==> src/rtl/dmem_arbiter_if.sv <==
// Request/response channel between one master and the data-memory arbiter.
// The arbiter takes the slave side; each requester takes the master side.
interface dmem_arbiter_if #(
  parameter int ADDR_W = 7,
  parameter int DATA_W = 32
);
  logic              req;
  logic              we;
  logic [ADDR_W-1:0] addr;
  logic [DATA_W-1:0] wdata;
  logic              gnt;
  logic              rvalid;
  logic [DATA_W-1:0] rdata;

  modport master (output req, we, addr, wdata, input gnt, rvalid, rdata);
  modport slave  (input req, we, addr, wdata, output gnt, rvalid, rdata);
endinterface

==> src/rtl/dmem_arbiter.sv <==
// Two-port arbiter/sequencer in front of a single-port data memory.
// Master 0 is the load/store unit, master 1 the debug/DMA port. One access
// is in flight at a time: IDLE -> ACCESS (-> RESP for reads) -> IDLE.
// Build option ARB_RR_EN: round-robin between the masters on simultaneous
// requests; when undefined, master 0 has fixed priority and master 1 may starve.
module dmem_arbiter #(
  parameter int ADDR_W = 7,
  parameter int DATA_W = 32
) (
  input  logic              clk,
  input  logic              rst_n,
  dmem_arbiter_if.slave     m0,
  dmem_arbiter_if.slave     m1,
  output logic [ADDR_W-1:0] mem_addr,
  output logic              mem_we,
  output logic              mem_re,
  output logic [DATA_W-1:0] mem_wdata,
  input  logic [DATA_W-1:0] mem_rdata
);

  localparam logic [1:0] IDLE   = 2'd0;
  localparam logic [1:0] ACCESS = 2'd1;
  localparam logic [1:0] RESP   = 2'd2;

  logic [1:0]        state;
  logic              owner;     // master holding the memory: 0 or 1
  logic [1:0]        gnt_q;
  logic [1:0]        rvalid_q;
  logic [DATA_W-1:0] rdata0;
  logic [DATA_W-1:0] rdata1;
  logic              any_req;
  logic              sel;       // master that wins if the memory is free

`ifdef ARB_RR_EN
  logic prio;                   // master preferred on the next tie
`endif

  assign m0.gnt    = gnt_q[0];
  assign m1.gnt    = gnt_q[1];
  assign m0.rvalid = rvalid_q[0];
  assign m1.rvalid = rvalid_q[1];
  assign m0.rdata  = rdata0;
  assign m1.rdata  = rdata1;

  // Pick the winner among the current requests.
  always_comb begin
    // NOTE: every always_comb output gets a default first so no path can infer a latch.
    any_req = m0.req | m1.req;
    sel     = 1'b0;
`ifdef ARB_RR_EN
    if (m0.req && m1.req) sel = prio;
    else                  sel = m1.req;
`else
    sel = ~m0.req;
`endif
  end

  // Sequencer: capture a request, run one memory cycle, return read data.
  always_ff @(posedge clk or negedge rst_n) begin
    if (!rst_n) begin
      state     <= IDLE;
      owner     <= 1'b0;
      gnt_q     <= 2'b00;
      rvalid_q  <= 2'b00;
      rdata0    <= '0;
      rdata1    <= '0;
      mem_addr  <= '0;
      mem_wdata <= '0;
      mem_we    <= 1'b0;
      mem_re    <= 1'b0;
`ifdef ARB_RR_EN
      prio      <= 1'b0;
`endif
    end else begin
      // NOTE: state registers use non-blocking assignments so every flop samples pre-edge values.
      gnt_q    <= 2'b00;
      rvalid_q <= 2'b00;
      mem_we   <= 1'b0;
      mem_re   <= 1'b0;
      case (state)
        IDLE: begin
          if (any_req) begin
            owner       <= sel;
            gnt_q[sel]  <= 1'b1;
            mem_addr    <= sel ? m1.addr  : m0.addr;
            mem_wdata   <= sel ? m1.wdata : m0.wdata;
            mem_we      <= sel ? m1.we    : m0.we;
            mem_re      <= sel ? ~m1.we   : ~m0.we;
            state       <= ACCESS;
`ifdef ARB_RR_EN
            prio        <= ~sel;
`endif
          end
        end
        ACCESS: begin
          // mem_we still holds the captured direction during this cycle.
          if (mem_we) begin
            state <= IDLE;
          end else begin
            if (owner) rdata1 <= mem_rdata;
            else       rdata0 <= mem_rdata;
            rvalid_q[owner] <= 1'b1;
            state           <= RESP;
          end
        end
        RESP:    state <= IDLE;
        default: state <= IDLE;
      endcase
    end
  end

endmodule
==> src/flat_wrapper.sv <==
// flat-port wrapper written by rule: the top's interface ports become plain ports
module dmem_arbiter_flat 
#(
  parameter int ADDR_W = 7,
  parameter int DATA_W = 32
)
  (clk, rst_n, mem_addr, mem_we, mem_re, mem_wdata, mem_rdata, m0_req, m0_we, m0_addr, m0_wdata, m0_gnt, m0_rvalid, m0_rdata, m1_req, m1_we, m1_addr, m1_wdata, m1_gnt, m1_rvalid, m1_rdata);
  dmem_arbiter_if #(.ADDR_W(ADDR_W), .DATA_W(DATA_W)) m0_i ();
  dmem_arbiter_if #(.ADDR_W(ADDR_W), .DATA_W(DATA_W)) m1_i ();
  input  logic clk;
  input  logic rst_n;
  output logic [ADDR_W-1:0] mem_addr;
  output logic mem_we;
  output logic mem_re;
  output logic [DATA_W-1:0] mem_wdata;
  input  logic [DATA_W-1:0] mem_rdata;
  input wire logic [$bits(m0_i.req)-1:0] m0_req;
  input wire logic [$bits(m0_i.we)-1:0] m0_we;
  input wire logic [$bits(m0_i.addr)-1:0] m0_addr;
  input wire logic [$bits(m0_i.wdata)-1:0] m0_wdata;
  output wire logic [$bits(m0_i.gnt)-1:0] m0_gnt;
  output wire logic [$bits(m0_i.rvalid)-1:0] m0_rvalid;
  output wire logic [$bits(m0_i.rdata)-1:0] m0_rdata;
  input wire logic [$bits(m1_i.req)-1:0] m1_req;
  input wire logic [$bits(m1_i.we)-1:0] m1_we;
  input wire logic [$bits(m1_i.addr)-1:0] m1_addr;
  input wire logic [$bits(m1_i.wdata)-1:0] m1_wdata;
  output wire logic [$bits(m1_i.gnt)-1:0] m1_gnt;
  output wire logic [$bits(m1_i.rvalid)-1:0] m1_rvalid;
  output wire logic [$bits(m1_i.rdata)-1:0] m1_rdata;
  assign m0_i.req = m0_req;
  assign m0_i.we = m0_we;
  assign m0_i.addr = m0_addr;
  assign m0_i.wdata = m0_wdata;
  assign m0_gnt = m0_i.gnt;
  assign m0_rvalid = m0_i.rvalid;
  assign m0_rdata = m0_i.rdata;
  assign m1_i.req = m1_req;
  assign m1_i.we = m1_we;
  assign m1_i.addr = m1_addr;
  assign m1_i.wdata = m1_wdata;
  assign m1_gnt = m1_i.gnt;
  assign m1_rvalid = m1_i.rvalid;
  assign m1_rdata = m1_i.rdata;
  dmem_arbiter #(.ADDR_W(ADDR_W), .DATA_W(DATA_W)) u_core (.clk(clk), .rst_n(rst_n), .m0(m0_i), .m1(m1_i), .mem_addr(mem_addr), .mem_we(mem_we), .mem_re(mem_re), .mem_wdata(mem_wdata), .mem_rdata(mem_rdata));
endmodule
==> config.mk <==
export PLATFORM = sky130hd
export DESIGN_NAME = dmem_arbiter_flat
export DESIGN_NICKNAME = d
export VERILOG_FILES = /design/src/rtl/dmem_arbiter_if.sv /design/src/rtl/dmem_arbiter.sv /design/src/flat_wrapper.sv
export SDC_FILE = /design/constraint.sdc
export NUM_CORES = 1
export LEC_CHECK = 0
export ABC_AREA = 1
export CAP_MARGIN = 20
export CORE_MARGIN = 5
export CORE_UTILIZATION = 41
export DETAILED_ROUTE_END_ITERATION = 10
export PLACE_DENSITY_LB_ADDON = 0.2
export SKIP_CTS_REPAIR_TIMING = 1
export SLEW_MARGIN = 20
export SYNTH_ARGS = -nofsm -noshare
export SYNTH_HDL_FRONTEND = slang
export SYNTH_SLANG_ARGS = --single-unit
==> constraint.sdc <==
create_clock -name clk -period 1.3 [get_ports clk]
set_clock_uncertainty 0.05 [all_clocks]
set_input_delay 0.325 -clock clk [delete_from_list [all_inputs] [get_ports clk]]
set_output_delay 0.325 -clock clk [all_outputs]
set_load 0.05 [all_outputs]
==> run summary, run 1 <==
The area growth from synthesis to layout is 90.1%. The residual overflow from global routing came out at 0. For this design the top-level I/O count stands at 225. The number of antenna violations at the first check in global routing is 0. The tools report the buffer cell driving the clock tree root as sky130_fd_sc_hd__clkbuf_16. At the pin with the least slew margin, the transition time is 0.342 ns. The slowest stage of the critical path is the sky130_fd_sc_hd__dfrtp_2 cell. The simple logic cell fraction of the synthesized area is 36.8%. The run gives 977 as the net count of the finished layout. The tools report the number of levels the H-tree was split into as 3. The arrival time of the worst setup path was 0.98 ns; the initial core utilization was 41.9%. Critical path endpoint category: an output pin. Wires add up to 16700 um. The post-route fraction of the period consumed by the critical path is 105%, and the placeable core region is 0.0115 sq mm.

The number of different library cells used by synthesis comes to 12. The first global-routing pass estimated 25300 um of wire. Measured against the total synthesized area, the mux share comes to 0%. The logs give 0 for the antenna cell count and 720 for the post-synthesis net count. After synthesis, the largest family of logic cells by area is simple AND/OR/NAND/NOR gates. The logs give 0.377 ns for the worst hold slack across all endpoints and 24.8% for the sequential share of power. The final critical-path setup slack came out at -0.0587 ns. The number of register bits inferred by synthesis works out to 112.

In this run, CTS created clock tree buffers numbering 9. The tools report the required time of the critical path as 0.93 ns. Height of the die: 118 um. The number of buffer cells added on primary ports was 224; the post-placement cell count was 954. The final reports fail on negative setup slack. During synthesis, Yosys emitted a total of 0 warnings. After detailed routing, the number of remaining DRC violations is 0. The smallest clock period supported by the final layout is computed as 1.36 ns. The first TritonRoute pass finished after 5 iterations. The cell row count is 39.

The worst setup path is launched from a flip-flop. Walking the worst path, the cells encountered are buf_12. The flow ran to the end, but the final reports show violations. Entering global routing, the biggest net connects 65 pins.

The leading cell type in the layout, fill and taps excluded was sky130_fd_sc_hd__nand2_1. HPWL after detailed placement: 11700 um. The logs give 77.2% for the tightest slew margin relative to the limit and 2 for the maximum root-to-sink buffer count. For the die area, the log shows 0.0140 sq mm. The total count of max-transition violations in the final report is 0, and the sum of buffers and inverters on the critical path is 1. For this run, the number of standard cells in the final layout without fillers is 1009.

The tools report the number of global-route vias before repair as 5102. From left edge to right edge, the die measures 118 um. TritonCTS built the clock tree.

The leakage power total was 4.68 nW; the fraction of layout instances using a drive strength above 1 was 22.9%. The clock network fraction of design power was 10.0%; the global-route usage over all layers was 22.2%. By startpoint and endpoint, the worst setup path is classified as reg -> out.

In this run the power density over the cells is 3110 mW/mm^2. Summing the areas of all fa, ha and maj instances in the mapped netlist gives 0% of the synthesized area. The synthesized-area fraction occupied by ao, oa, aoi and oai cells was 0.104%. Setup total negative slack on the finished layout was measured at -0.235 ns. After Yosys synthesis, XOR and XNOR cells account for 0% of the synthesized area. Setup violations remaining at the end of the flow were counted as 27.

The filler cells instantiated in the layout total 714. Sequential cells were found to cover 58.3% of the synthesized design area. Averaged over all synthesized cells, the footprint is 7.96 sq um. The number of instances in the synthesized netlist came out at 604. The switching share of total power is 45.8%. Summed over all nets, the switching power comes to 13.0 mW.

The library cells used most frequently in the layout, excluding fill and tap cells, are sky130_fd_sc_hd__nand2_1 (369), sky130_fd_sc_hd__buf_12 (122), sky130_fd_sc_hd__clkdlybuf4s50_1 (112). The relative contribution of combinational cells to total power came out at 65.1%. Of all nets on the critical path, the largest fanout is 4. The tightest min-delay check is of the in -> async type.

For the worst-skew pair, the clock arrives at the later sink with an insertion delay of 0.33 ns. VDD sags by at most 2.08 mV. For this block, the via count after detailed routing is 5098. On the worst path, the slowest cell contributes a delay of 0.48 ns. For the count of clock tree sinks, the log shows 112. The logs give 0 for the number of nets with antenna violations after detailed routing and 736 MHz for the highest clock frequency the design can meet. Dividing the detail-routed wire length by the instance count gives 16.6 um. Largest delay contributor family on the critical path: flip-flops. The synthesized netlist occupies a cell area of 0.00481 sq mm. The iteration-0 DRC count of the detailed router came out at 471. Routability-driven placement finished with a final weighted congestion of 0.815. The logs give 0 for the number of maximum-capacitance constraint violations and 15.4 mW for the cell internal power dissipation. The routed via count divided by cell count was 5.05.

Setup repair after global routing could not meet its margin everywhere. The clock transition time at the flip-flop clock pins of the worst setup and hold paths is 0.08 ns. The hold violation total from the final report was 0.
-- power groups by stage --
| stage | combinational (mW) | clock, mW | sequential, mW |
|---|---|---|---|
| 2_1_floorplan | 3.15 | 0 | 11.6 |
| 3_3_place_gp | 16.9 | 0 | 7.01 |
| 3_5_place_dp | 17.2 | 0 | 7.06 |
| 4_1_cts | 17.2 | 2.91 | 7.04 |
| 5_1_grt | 19.4 | 3.06 | 7.26 |
| 6_report | 18.5 | 2.86 | 7.06 |
-- metrics by stage --
| step | area, sq um | power (mW) | setup WS [ns] | utilization, % |
|---|---|---|---|---|
| final | 9150 | 28.4 | -0.0587 | 79.7 |
| after global routing | 9150 | 29.7 | -0.0898 | 79.7 |
| after CTS | 8740 | 27.2 | -0.0718 | 76.2 |
| after detailed placement | 8430 | 24.3 | -0.411 | 73.5 |
| after global placement | 8430 | 23.9 | -0.355 | 73.5 |
| after floorplan | 4820 | 14.8 | 0.0200 | - |
-- sequential cells by signal, indices dropped and copies added, names as in the netlist --
register and count:
u_core.rvalid_q 2, u_core.owner 1, u_core.mem_we 1, u_core.m0.rdata 32, u_core.state 2, u_core.m1.rdata 32
u_core.mem_re 1, u_core.gnt_q 2, u_core.mem_addr 7, u_core.mem_wdata 32
-- final timing paths --
| check | start | endpoint | slack (ns) | cells past startpoint |
|---|---|---|---|---|
| worst max-delay path | u_core.mem_we$_DFF_PN0_ | mem_we | -0.06 | 1 |
| worst min-delay path | rst_n | u_core.m0.rdata[30]$_DFFE_PN0P_ | 0.38 | 2 |
| worst max register to register | u_core.state[1]$_DFFE_PN0P_ | u_core.mem_re$_DFF_PN0_ | 0 | 6 |
| worst min register to register | u_core.m0.rdata[29]$_DFFE_PN0P_ | u_core.m0.rdata[29]$_DFFE_PN0P_ | 0.49 | 2 |
| max in group asynchronous | rst_n | u_core.mem_addr[2]$_DFFE_PN0P_ | 0.35 | 3 |
| min in group clk | m1_req | u_core.gnt_q[1]$_DFF_PN0_ | 0.44 | 4 |
-- synthesized netlist by cell type --
library cell	count	area share, %
sky130_fd_sc_hd__and2_1	1	0.13
sky130_fd_sc_hd__buf_2	30	3.1
sky130_fd_sc_hd__buf_4	6	0.94
sky130_fd_sc_hd__dfrtp_1	112	58
sky130_fd_sc_hd__inv_1	6	0.47
sky130_fd_sc_hd__inv_2	4	0.31
sky130_fd_sc_hd__nand2_1	370	29
sky130_fd_sc_hd__nand3_1	65	6.8
sky130_fd_sc_hd__nor2_1	5	0.39
sky130_fd_sc_hd__nor2_2	3	0.39
sky130_fd_sc_hd__nor2_4	1	0.23
sky130_fd_sc_hd__o21ai_0	1	0.10
-- cell type report --
class / count / area [sq um] / area share, %
well taps: 143 / 179 / 1.96
repair buffers: 282 / 4010 / 43.9
flip-flops and latches: 112 / 2810 / 30.7
inverters: 10 / 37.5 / 0.410
clock inverters: 6 / 72.6 / 0.794
clock buffers: 10 / 239 / 2.61
multi-input cells: 446 / 1800 / 19.6
-- logic make-up after synthesis --
| family | after synthesis |
|---|---|
| buffers and inverters | 46 |
| and+or+nand+nor | 445 |
| DFF | 112 |
| AOI/OAI and AO/OA | 1 |
-- per-layer routing --
layer | global-route usage (%) | vias to the layer above | part of all wire (%)
met5 | 0 | - | 0
met4 | 8.03 | 0 | 2.8
met3 | 8.40 | 36 | 9.9
met2 | 37.8 | 265 | 51
met1 | 25.5 | 2428 | 36
li1 | - | 2369 | -
(Power assumes the default switching activity.)
==> run 2: changes to the inputs <==
--- a/config.mk
+++ b/config.mk
@@ -7,7 +7,7 @@
 export LEC_CHECK = 0
 export ABC_AREA = 1
 export CAP_MARGIN = 20
-export CORE_MARGIN = 5
+export CORE_ASPECT_RATIO = 0.9
 export CORE_UTILIZATION = 41
 export DETAILED_ROUTE_END_ITERATION = 10
 export PLACE_DENSITY_LB_ADDON = 0.2
==> run summary, run 2 (synthesis results as in run 1) <==
The tools report the critical path endpoint category as an output pin (unchanged). Summed area of non-filler cells in the final layout: 0.00899 sq mm (was 0.00915 sq mm). The average routed wire per standard cell was 14.3 um (was 16.6 um).

Leading cell type in the layout, fill and taps excluded: sky130_fd_sc_hd__nand2_1 (unchanged). The number of maximum-capacitance constraint violations came out at 0 (unchanged). Critical-path cell list: buf_12 (unchanged).

The area overhead of the layout relative to synthesis was 86.9% (was 90.1%); the count of boundary I/O pins was 225 (unchanged). The iteration-0 DRC count of the detailed router was 350 (was 471); the number of buffer cells added on primary ports was 224 (unchanged). The fraction of layout instances using a drive strength above 1 was 22.2% (was 22.9%); the post-placement cell count was 968 (was 954). Buffer cell driving the clock tree root: sky130_fd_sc_hd__clkbuf_16 (unchanged).

The pin count of the biggest net entering global routing came out at 49 (was 65). The tools report the worst hold slack across all endpoints as 0.350 ns (was 0.377 ns). The fill cell total of the finished layout came out at 746 (was 714).

The number of detailed-route iterations in the first pass is 6 (was 5), and the final critical-path setup slack is -0.0420 ns (was -0.0587 ns). For the maximum VDD drop, the log shows 1.31 mV (was 2.08 mV). The power per cell area was 3060 mW/mm^2 (was 3110 mW/mm^2).

The tools report the startpoint kind of the worst setup timing path as a flip-flop (unchanged). The total wire length is 14500 um (was 16700 um). TritonCTS built the clock tree.

The actual slew at the worst max-slew pin was 0.255 ns (was 0.342 ns); the depth of the worst register-to-register path was 6 (unchanged). The required time of the critical path is 0.93 ns (about the same), and the total chip power is 27.5 mW (was 28.4 mW). The routed via count divided by cell count works out to 4.88 (was 5.05).

Setup repair after global routing could not meet its margin everywhere. The source-to-sink clock delay at the later pin of the worst-skew pair is 0.33 ns (about the same), and the highest clock frequency the design can meet is 745 MHz (was 736 MHz). Largest incremental delay on the critical path: 0.47 ns (was 0.48 ns). The run gives 10500 um (was 11700 um) as the HPWL after detailed placement. Worst hold path class: in -> async (unchanged). Endpoint of the worst-slack reg-to-reg timing path: u_core.mem_wdata[15]$_DFFE_PN0P_ (was u_core.mem_re$_DFF_PN0_).

The worst setup path category is reg -> out (unchanged). The logs give 37 (was 39) for the cell row count and -0.383 ns (was -0.411 ns) for the worst slack after detailed placement. The count of clock tree sinks is 112 (unchanged). The highest net fanout along the worst path was 4 (unchanged); the post-route fraction of the period consumed by the critical path was 103% (was 105%).

The sum of buffers and inverters on the critical path works out to 1 (unchanged). First-pass GRT wire length: 23100 um (was 25300 um). Violated checks: negative setup slack (unchanged).

For the maximum root-to-sink buffer count, the log shows 2 (unchanged). The final estimated routing congestion in global placement came out at 0.810 (was 0.815). Global-route usage over all layers: 24.2% (was 22.2%).

Standard cell with the maximum stage delay on the critical path: sky130_fd_sc_hd__dfrtp_2 (unchanged). The setup violation total in the final timing report is 13 (was 27), and the hold violation total from the final report is 0 (unchanged). Largest delay contributor family on the critical path: flip-flops (unchanged). The tightest slew margin relative to the limit is 83.0% (was 77.2%). The setup TNS is -0.115 ns (was -0.235 ns), and the number of nets with antenna violations after detailed routing is 0 (unchanged). Commonest non-fill, non-tap cells in the layout: sky130_fd_sc_hd__nand2_1 (368), sky130_fd_sc_hd__buf_12 (119), sky130_fd_sc_hd__clkdlybuf4s50_1 (113) (was sky130_fd_sc_hd__nand2_1 (369), sky130_fd_sc_hd__buf_12 (122), sky130_fd_sc_hd__clkdlybuf4s50_1 (112)). The run gives 42.1% (was 41.9%) as the initial core utilization. The arrival time of the worst setup path was 0.97 ns (was 0.98 ns). The logs give 0.00843 sq mm (about the same) for the placed standard-cell area and 4967 (was 5098) for the vias after detailed routing.

The leakage power total came out at 4.59 nW (was 4.68 nW). The run gives 1018 (was 1009) as the count of placed standard cells in the final layout, fillers left out. The run finished, with violations left. The final cell utilization of the core is 78.6% (was 79.7%). For the clock buffer count from CTS, the log shows 9 (unchanged). The tools report the residual overflow from global routing as 0 (unchanged). The tools report the startpoint of the worst register-to-register path as u_core.state[1]$_DFFE_PN0P_ (unchanged).

The clock transition time at the flip-flop clock pins of the worst setup and hold paths was 0.07 ns (was 0.08 ns). The net count of the finished layout was 974 (was 977). The die area was 0.0122 sq mm (was 0.0140 sq mm); the antenna cell count was 0 (unchanged). The height of the die came out at 105 um (was 118 um). The run gives 0.0114 sq mm (was 0.0115 sq mm) as the placeable core region. The minimum setup slack among reg-to-reg paths came out at 0.06 ns (was 0 ns). Width of the chip: 116 um (was 118 um).

The shortest clock period the worst path allows after layout is 1.34 ns (was 1.36 ns). Number of levels the H-tree was split into: 3 (unchanged). The number of antenna violations at the first check in global routing was 0 (unchanged). The number of global-route vias before repair is 4875 (was 5102), and the total count of max-transition violations in the final report is 0 (unchanged). The number of design rule violations left after detail routing is 0 (unchanged).
[run 2: routing by layer]
metal	track usage (%)	part of all wire, %
met1	29.1	39
met2	43.0	52
met3	5.80	7.8
met4	5.86	1.4
met5	0	0
[run 2: power breakdown]
part	switching, mW	internal [mW]	total [mW]
combinational	9.52	8.31	17.8
sequential	1.88	5.16	7.04
clock	1.24	1.36	2.61
total	12.6	14.8	27.5
[run 2: layout make-up]
class | count | area (sq um) | area share, %
tap | 156 | 195 | 2.17
clock buffer | 10 | 239 | 2.66
clock inverter | 5 | 42.5 | 0.473
timing repair buffer | 279 | 3870 | 43.1
inverter | 10 | 37.5 | 0.418
multi-input combinational | 446 | 1800 | 20.0
sequential | 112 | 2800 | 31.2
[run 2: how the worst max path moves through the flow]
stage                            startpoint                               end  depth (start not counted)
CTS                 u_core.mem_we$_DFF_PN0_                            mem_we                          1
floorplan           u_core.mem_we$_DFF_PN0_   u_core.m1.rdata[22]$_DFFE_PN0P_                          5
global route        u_core.mem_we$_DFF_PN0_                            mem_we                          1
finish              u_core.mem_we$_DFF_PN0_                            mem_we                          1
global placement                     m0_req  u_core.mem_wdata[22]$_DFFE_PN0P_                          6
detailed placement                   m0_req  u_core.mem_wdata[15]$_DFFE_PN0P_                          6
==> RTL edit, RTL diff (settings of run 2) <==
`ADDR_W` is set to 7 in 3 places; all go to 8.
--- a/src/rtl/dmem_arbiter_if.sv
+++ b/src/rtl/dmem_arbiter_if.sv
@@ -1,7 +1,7 @@
 // Request/response channel between one master and the data-memory arbiter.
 // The arbiter takes the slave side; each requester takes the master side.
 interface dmem_arbiter_if #(
-  parameter int ADDR_W = 7,
+  parameter int ADDR_W = 8,
   parameter int DATA_W = 32
 );
   logic              req;
--- a/src/rtl/dmem_arbiter.sv
+++ b/src/rtl/dmem_arbiter.sv
@@ -4,7 +4,7 @@
 // Build option ARB_RR_EN: round-robin between the masters on simultaneous
 // requests; when undefined, master 0 has fixed priority and master 1 may starve.
 module dmem_arbiter #(
-  parameter int ADDR_W = 7,
+  parameter int ADDR_W = 8,
   parameter int DATA_W = 32
 ) (
   input  logic              clk,
--- a/src/flat_wrapper.sv
+++ b/src/flat_wrapper.sv
@@ -1,7 +1,7 @@
 // flat-port wrapper written by rule: the top's interface ports become plain ports
 module dmem_arbiter_flat 
 #(
-  parameter int ADDR_W = 7,
+  parameter int ADDR_W = 8,
   parameter int DATA_W = 32
 )
   (clk, rst_n, mem_addr, mem_we, mem_re, mem_wdata, mem_rdata, m0_req, m0_we, m0_addr, m0_wdata, m0_gnt, m0_rvalid, m0_rdata, m1_req, m1_we, m1_addr, m1_wdata, m1_gnt, m1_rvalid, m1_rdata);
Ports: changed (resized m0_addr, m1_addr and mem_addr); port bits go from 225 to 228. No check against the original RTL was run, so the function may have changed too.
==> RTL edit against run 2 <==
The flow still finishes with violations (negative setup slack); non-clock buffer count is 4 higher; total power increased by 12%; core utilization grew 4.5 points; synthesized area rose by 1.5%; register-to-register slack got worse by 0.06 ns; wire length increased by 13%; sequential cell count up 1; combinational power rose by 6%; worst setup slack lost 0.044 ns; fmax decreased by 3.2%; via count is 4.0% higher; sequential share of layout area shrank 1.6 points; cell area is 6.5% higher.
==> RTL edit: results (changes against run 2) <==
\begin{tabular}{lr}
\hline
Metric & Value \\
\hline
\multicolumn{2}{l}{\textbf{STA}} \\
\quad Worst-Margin Slew & 0.3489 ns (+0.09360 ns) \\
\quad Worst path setup slack after routing & -0.08635 ns (-0.04437 ns) \\
\quad Final Setup Violations & 110 (+97) \\
\multicolumn{2}{l}{\textbf{Global route}} \\
\quad Vias in the first global route & 5058 (+3.8\%) \\
\quad Maximum number of pins on one net before global-route repair & 57 (+16\%) \\
\quad All-layer global routing usage & 0.2554 (+0.01354) \\
\quad Global-route wire length before repair & 23960 microns (+3.7\%) \\
\multicolumn{2}{l}{\textbf{Synthesis}} \\
\quad Top cells by area, synth & dfrtp\_1, nand2\_1, nand3\_1, buf\_2, buf\_4 \\
\quad Synthesized netlist net count & 729 (+1.3\%) \\
\quad Synth unique cells & 14 (+2) \\
\quad Number of cells produced by synthesis & 611 (+1.2\%) \\
\multicolumn{2}{l}{\textbf{Outcome}} \\
\quad Result of the run & finished, violations left \\
\quad Violations in the final reports & negative setup slack \\
\multicolumn{2}{l}{\textbf{Clock tree}} \\
\quad Number of buffers created by CTS & 17 (+8) \\
\quad Worst-skew pair later-pin latency & 0.40 ns (+0.07 ns) \\
\quad H-tree levels & 4 (+1) \\
\multicolumn{2}{l}{\textbf{Final layout}} \\
\quad Share of final-layout standard cells stronger than drive strength 1 & 0.2396 (+0.01802) \\
\quad Non-filler cells, final & 1045 (+2.7\%) \\
\multicolumn{2}{l}{\textbf{Drt}} \\
\quad Detailed-router iteration count before antenna repair & 5 (-1) \\
\quad Detailed router's first-iteration violation count & 472 (+35\%) \\
\quad Vias after detailed routing & 5164 (+4.0\%) \\
\quad Average routed wire per standard cell & 15.67 microns (+9.7\%) \\
\multicolumn{2}{l}{\textbf{Worst setup path}} \\
\quad Critical path's largest stage delay & 0.45 ns (-0.02 ns) \\
\multicolumn{2}{l}{\textbf{Place}} \\
\quad Weighted congestion at the end of routability-driven global placement & 0.7970 (-1.6\%) \\
\quad I/O Buffers & 227 (+1.3\%) \\
\quad Placed cells & 978 (+1.0\%) \\
\quad DPL Wire Length & 10860 microns (+3.8\%) \\
\quad Worst slack after detailed placement & -0.3668 ns (+0.01630 ns) \\
\multicolumn{2}{l}{\textbf{Power and ir drop}} \\
\quad Leakage power total & 4.865 nW (+5.9\%) \\
\quad Worst ir drop on vdd & 0.001390 V (+6.3\%) \\
\hline
\end{tabular}
[RTL edit: changes by cell type in the layout (fill, tap and decap cells not counted), sizes merged, moves of 2 or more]
cell           delta
clkbuf           +14
buf               -3
bufinv            +4
clkdlybuf4s50     +2
nand2             +6
[RTL edit: worst reg2reg max path, stage by stage (launching register included)]
cell and delay [ns]:
dfrtp_1 0.38, inv_2 0.07, nor2_4 0.20, buf_12 0.16, buf_16 0.14, nand3_1 0.12
nand2_1 0.11
[RTL edit: path summary, 6_finish.rpt]
check                           slack, ns  cells after the start                             from                                to
worst min register to register       0.48                      2  u_core.m1.rdata[23]$_DFFE_PN0P_   u_core.m1.rdata[23]$_DFFE_PN0P_
max in group asynchronous            0.34                      3                            rst_n    u_core.m1.rdata[7]$_DFFE_PN0P_
worst max register to register          0                      6      u_core.state[0]$_DFFE_PN0P_   u_core.m0.rdata[11]$_DFFE_PN0P_
min in group clk                     0.42                      4                           m0_req           u_core.mem_we$_DFF_PN0_
worst max-delay path                -0.09                      1          u_core.mem_we$_DFF_PN0_                            mem_we
worst min-delay path                 0.36                      2                            rst_n  u_core.mem_wdata[25]$_DFFE_PN0P_
[RTL edit: layout make-up]
cell class / instances / area, sq um
fill: 636 / 1951
clock inverter: 12 / 181.4
sequential: 113 / 2830
tap: 156 / 195.2
inverter: 10 / 37.54
multi-input combinational: 452 / 1822
timing repair buffer: 283 / 4058
clock buffer: 19 / 452.9
[RTL edit: metrics by stage]
stage	util	hold WS (ns)	TNS (ns)
floorplan	-	-0.02059	0
global placement	0.7402	0.2028	-12.09
detailed placement	0.7402	0.2091	-15.15
CTS	0.7952	-0.2148	-6.156
global route	0.8308	0.3712	-8.894
finish	0.8308	0.3606	-5.185
[RTL edit: metal layers]
metal / up-vias / track usage / wire, microns
met3: 36 / 0.08166 / 1272
li1: 2412 / - / -
met2: 253 / 0.4345 / 8625
met1: 2463 / 0.2852 / 6000
met5: - / 0 / 0
met4: 0 / 0.1266 / 475
[RTL edit: kinds of logic after synthesis]
family	after synthesis	synth area share
AO/OA/AOI/OAI	1	0.001024
buffers and inverters	46	0.04948
flip-flops	113	0.5793
AND/OR/NAND/NOR	451	0.3702
[RTL edit: power breakdown]
part | switching [mW] | internal, mW
Clock | 1.64 | 3.31
Sequential | 1.90 | 5.22
Combinational | 9.95 | 8.88
Total | 13.5 | 17.4
